[config.mk]
export PLATFORM = sky130hd
export DESIGN_NAME = mul_sequencer
export DESIGN_NICKNAME = d
export VERILOG_FILES = /design/src/rtl/mul_sequencer.sv
export SDC_FILE = /design/constraint.sdc
export NUM_CORES = 1
export LEC_CHECK = 0
export CORE_MARGIN = 1.5
export CORE_UTILIZATION = 45
export DETAILED_ROUTE_END_ITERATION = 8
export PLACE_DENSITY = 0.66
export SLEW_MARGIN = 25
export SYNTH_ARGS = -nofsm -noshare
export SYNTH_HDL_FRONTEND = slang
export SYNTH_SLANG_ARGS = --single-unit
[constraint.sdc]
create_clock -name clk -period 7.2 [get_ports clk]
set_input_delay 1.44 -clock clk [delete_from_list [all_inputs] [get_ports clk]]
set_output_delay 1.44 -clock clk [all_outputs]
set_load 0.05 [all_outputs]
[src/rtl/mul_sequencer.sv]
// Iterative shift-add sequencer for MUL/MULH/MULHSU/MULHU with a valid/ready request and response.
// Optional macro MUL_EARLY_OUT_EN ends the CALC loop once the remaining multiplier bits are zero.
module mul_sequencer #(
    parameter int unsigned XLEN = 32
) (
    input  logic            clk,
    input  logic            rst,
    input  logic            req_valid_i,
    output logic            req_ready_o,
    input  logic [4:0]      funct3_i,
    input  logic [XLEN-1:0] rs1_i,
    input  logic [XLEN-1:0] rs2_i,
    input  logic            flush_i,
    output logic            resp_valid_o,
    input  logic            resp_ready_i,
    output logic [XLEN-1:0] result_o,
    output logic            err_o,
    output logic            busy_o
);

    localparam int unsigned CntW = $clog2(XLEN);
    localparam logic [CntW-1:0] CntLast = CntW'(XLEN - 1);
    localparam logic [CntW-1:0] CntOne  = CntW'(1);

    localparam logic [1:0] StIdle = 2'd0;
    localparam logic [1:0] StCalc = 2'd1;
    localparam logic [1:0] StFix  = 2'd2;
    localparam logic [1:0] StDone = 2'd3;

    localparam logic [4:0] OpMul    = 5'b0_1000;
    localparam logic [4:0] OpMulh   = 5'b0_1001;
    localparam logic [4:0] OpMulhsu = 5'b0_1010;
    localparam logic [4:0] OpMulhu  = 5'b0_1011;

    logic [1:0]        state_q, state_d;
    logic [2*XLEN-1:0] mcand_q, mcand_d;
    logic [XLEN-1:0]   mplier_q, mplier_d;
    logic [2*XLEN-1:0] acc_q, acc_d;
    logic [CntW-1:0]   cnt_q, cnt_d;
    logic              neg_q, neg_d;
    logic              is_mul_q, is_mul_d;
    logic [XLEN-1:0]   result_q, result_d;
    logic              err_q, err_d;

    logic              op_supported;
    logic              rs1_neg;
    logic              rs2_neg;
    logic [XLEN-1:0]   rs1_mag;
    logic [XLEN-1:0]   rs2_mag;
    logic [2*XLEN-1:0] acc_fix;

    // Only operands treated as signed by the op contribute a sign; magnitude of MIN stays MIN.
    always_comb begin
        op_supported = (funct3_i == OpMul) || (funct3_i == OpMulh) ||
                       (funct3_i == OpMulhsu) || (funct3_i == OpMulhu);
        rs1_neg = rs1_i[XLEN-1] && ((funct3_i == OpMulh) || (funct3_i == OpMulhsu));
        rs2_neg = rs2_i[XLEN-1] && (funct3_i == OpMulh);
        rs1_mag = rs1_neg ? -rs1_i : rs1_i;
        rs2_mag = rs2_neg ? -rs2_i : rs2_i;
    end

    always_comb begin
        state_d  = state_q;
        mcand_d  = mcand_q;
        mplier_d = mplier_q;
        acc_d    = acc_q;
        cnt_d    = cnt_q;
        neg_d    = neg_q;
        is_mul_d = is_mul_q;
        result_d = result_q;
        err_d    = err_q;
        acc_fix  = neg_q ? -acc_q : acc_q;

        case (state_q)
            StIdle: begin
                if (req_valid_i && !flush_i) begin
                    if (op_supported) begin
                        mcand_d  = {{XLEN{1'b0}}, rs1_mag};
                        mplier_d = rs2_mag;
                        acc_d    = '0;
                        cnt_d    = '0;
                        neg_d    = rs1_neg ^ rs2_neg;
                        is_mul_d = (funct3_i == OpMul);
                        state_d  = StCalc;
                    end else begin
                        result_d = '0;
                        err_d    = 1'b1;
                        state_d  = StDone;
                    end
                end
            end
            StCalc: begin
                if (mplier_q[0]) begin
                    acc_d = acc_q + mcand_q;
                end
                mcand_d  = mcand_q << 1;
                mplier_d = mplier_q >> 1;
                cnt_d    = cnt_q + CntOne;
`ifdef MUL_EARLY_OUT_EN
                if ((cnt_q == CntLast) || (mplier_d == '0)) begin
                    state_d = StFix;
                end
`else
                if (cnt_q == CntLast) begin
                    state_d = StFix;
                end
`endif
            end
            StFix: begin
                result_d = is_mul_q ? acc_fix[XLEN-1:0] : acc_fix[2*XLEN-1:XLEN];
                err_d    = 1'b0;
                state_d  = StDone;
            end
            StDone: begin
                if (resp_ready_i) begin
                    state_d = StIdle;
                end
            end
            default: state_d = StIdle;
        endcase

        if (flush_i) begin
            state_d = StIdle;
        end
    end

    always_ff @(posedge clk) begin
        if (rst) begin
            state_q  <= StIdle;
            mcand_q  <= '0;
            mplier_q <= '0;
            acc_q    <= '0;
            cnt_q    <= '0;
            neg_q    <= 1'b0;
            is_mul_q <= 1'b0;
            result_q <= '0;
            err_q    <= 1'b0;
        end else begin
            state_q  <= state_d;
            mcand_q  <= mcand_d;
            mplier_q <= mplier_d;
            acc_q    <= acc_d;
            cnt_q    <= cnt_d;
            neg_q    <= neg_d;
            is_mul_q <= is_mul_d;
            result_q <= result_d;
            err_q    <= err_d;
        end
    end

    assign req_ready_o  = (state_q == StIdle);
    assign busy_o       = (state_q != StIdle);
    assign resp_valid_o = (state_q == StDone);
    assign result_o     = result_q;
    assign err_o        = err_q;

endmodule

==> impl_results.md <==
- Status: complete, no violations
- Die ar.: ~33000 um^2
- Post-route ant nets: 0
- Clock Skew: around 0.021 ns
- Area of the multi-input gates: a little under 10000 um^2
- DP Wirelength: 32500 um
- DR vias: 14222
- Reg2reg end: acc_q[61]
- Syn. warnings: 0
- Share of post-route cells with drive strength above 1: 0.0463
- Initial DRC Count: 1104
- DIE WIDTH: ~180 um
- Pwr dens: 163 nW/um^2
- Cell family with most CP delay: buffers and inverters
- Largest stage delay, worst path: approximately 0.47 ns
- Synthesized Nets: 2088
- Final max-slew violation count: 0
- Top post-synthesis cells by count: nand2_1 (359), a21oi_1 (219), dfxtp_1 (202)
- Hold Path Sink: result_o[13]
- Initial antenna violation count: 0
- Clock Tree Buf Depth: 3
- Fin crit period: 4.08 ns
- Slew @ Worst Pin: between 1 and 1.5 ns
- Max Cap Viol: 0
- Post-synth EDFFs: 0
- Reg2Reg Setup Slack: 3.12 ns
- Worst slew margin: 0.308
- Hold Path Origin: result_o[13]
- # IOs: 110
- Asr flop ratio synth: 0
- DRC: 0
- DR vias/cell: around 6
- Clk pin slew, worst setup/hold paths: ~0.06 ns
- WL final: 43500 um
- Chip height: between 150 and 200 um
- Crit-path cells: clkdlybuf4s50_1, nor3b_1, buf_4, nand4b_1, o21ai_4, buf_4, buf_16, o21a_1, nand2_1, nor2_1, nand2_1, nor3_1, mux2i_1, nand3_1
- Final net count: approximately 2100
- CP Max Fanout: 70
- CP Class: in -> reg
- # setup viols final: 0
- Cell Rows: 64
- Post-Layout Cell Count: 2381
- Initial Util: 0.461
- R2R cell count: 13
- Power Total: ~2.7 mW
- Fillers: roughly 3000
- Distinct cell type count after synthesis: 71
- CTS Hold Bufs: 0
- CP arrival: between 4 and 5 ns
- Routed length per instance: approximately 18 um
- GP Congestion: ~0.92
- Reg area: 4050 um^2
- Num CTS Buffers: 25
- Max VDD drop: 0.186 mV
- Post_cts resized: 0
- Inserted Diodes: 0
- Leak Pwr: ~6.1 nW
- Total track usage: 0.262
- Placed cell count: approximately 2300
- Worst Path Required: slightly below 8 ns
- Number of H-tree levels: 1
- Clock latency on the worst-skew pair: ~0.56 ns
- Grt ovf: 0
- Synth top area cells: dfxtp_1 (28%), nand2_1 (9.5%), a21oi_1 (7.7%)
- Buffers added on ports: 109
- First-pass GRT wire length: roughly 70000 um
- DRT Pass-1 Iters: 5
- Most numerous cell in the Yosys netlist: nand2_1
- Ys flop type: dfxtp_1
- Period Utilization, post-route: 0.567
- Clock root buffer master: clkbuf_16
- Core Box Area: a little over 30000 um^2
- Element type at the critical path end: flip-flop
- Post-Syn Area: around 14000 um^2
- WP buf/inv: 4
- Post-Syn Instances: between 1500 and 2000
- Crit-path slowest cell: clkdlybuf4s50_1
- Unrepaired setup endpoints after global routing: no
- Worst hold-check path type: reg -> reg
- Hold path depth: 2
- CTS tree: done
- Largest net degree at the start of global routing: 101
- Area Growth Syn to Fin: 14.8%
- Clock sinks: around 200
- Maximum clock rate: around 240 MHz
- Final hold violation count: 0
- Leading area contributor after synthesis: dfxtp_1
- Syn_area_per_cell: roughly 7.3 um^2
- Setup TNS: 0 ns
- Startpoint types: primary input
- Vias in the first global route: about 13000
- Synth Register Bits: 202
- Register area share after synthesis: 0.285
- Reg2reg start: state_q[1]
- Yosys top cell area share: 0.285
- Post-CTS Setup Bufs: 0
- Hold Slack: 0.442 ns
[where the power goes]
| group | switching (mW) | internal [mW] | total [mW] |
|---|---|---|---|
| logic | 0.151 | 0.0906 | 0.241 |
| clock network | 0.523 | 0.747 | 1.27 |
| registers | 0.00999 | 1.13 | 1.14 |
[cell type report]
type	instances	area share
Timing Repair Buffer	124	0.0749
Clock inverter	11	0.00767
Multi-Input combinational cell	1584	0.590
Clock buffer	35	0.0425
Tap cell	396	0.0304
Sequential cell	202	0.248
Inverter	29	0.00675
[tightest hold or removal path: stages, from the launching register on]
cell     delay (ns)
dfxtp_1        0.31
nand2_1        0.05
nand2_1        0.04
[metal layers]
metal | share of wire | global-route usage | vias up
met5 | 0 | 0 | -
met3 | 0.060 | 0.0297 | 62
met2 | 0.44 | 0.417 | 431
met1 | 0.48 | 0.376 | 6688
met4 | 0.022 | 0.0618 | 0
li1 | - | - | 7041
[placed cells by master (no fill, tap or decap), types with 13 or more instances in the layout]
master           count
nor2b_1             13
xnor2_1             65
nand4_1             19
o21bai_1            17
xor2_1              88
nor3_1              27
a21o_1              34
dfxtp_1            200
nand2b_1            27
clkdlybuf4s50_1    108
nor2_1              96
or4_1               15
a211oi_1            23
o211ai_1            31
ha_1                71
a31oi_1             13
clkbuf_16           25
or3_1               31
o21ai_0            162
nand3_1             69
a22oi_1             23
buf_4               15
o31ai_1             25
o41ai_1             13
a21oi_1            219
inv_1               28
nand2_1            359
[metrics by stage]
stage               setup WS (ns)  cell area [um^2]  utilization
floorplan                    3.59             14200            -
global placement             2.44             15500        0.501
detailed placement           2.42             15500        0.501
CTS                          2.97             16300        0.528
global route                 2.73             16300        0.529
finish                       3.12             16300        0.529
[registers in the layout, summed over array words and instances, names as in the netlist]
name	count
err_o	1
neg_q	1
is_mul_q	1
acc_q	64
mplier_q	32
mcand_q	64
result_o	32
state_q	2
cnt_q	5
[worst max path at each step]
stage / from / to / cells after the start
finish: funct3_i[3] / acc_q[61] / 14
detailed placement: funct3_i[3] / acc_q[61] / 13
global placement: funct3_i[3] / acc_q[61] / 13
floorplan: rs1_i[7] / mcand_q[28] / 10
global route: state_q[1] / acc_q[61] / 13
CTS: funct3_i[3] / acc_q[61] / 13
[logic make-up (layout without fill, tap and decap cells)]
logic type	after synthesis	count (layout)	share of synthesized area
adders and majority gates	73	73	0.0649
muxes	4	4	0.00282
buffers and inverters	155	199	0.0417
DFF	202	202	0.285
and+or+nand+nor	719	719	0.237
AOI/OAI and AO/OA	635	635	0.274
xor gates and xnor gates	153	153	0.0944
(Power assumes the default switching activity.)
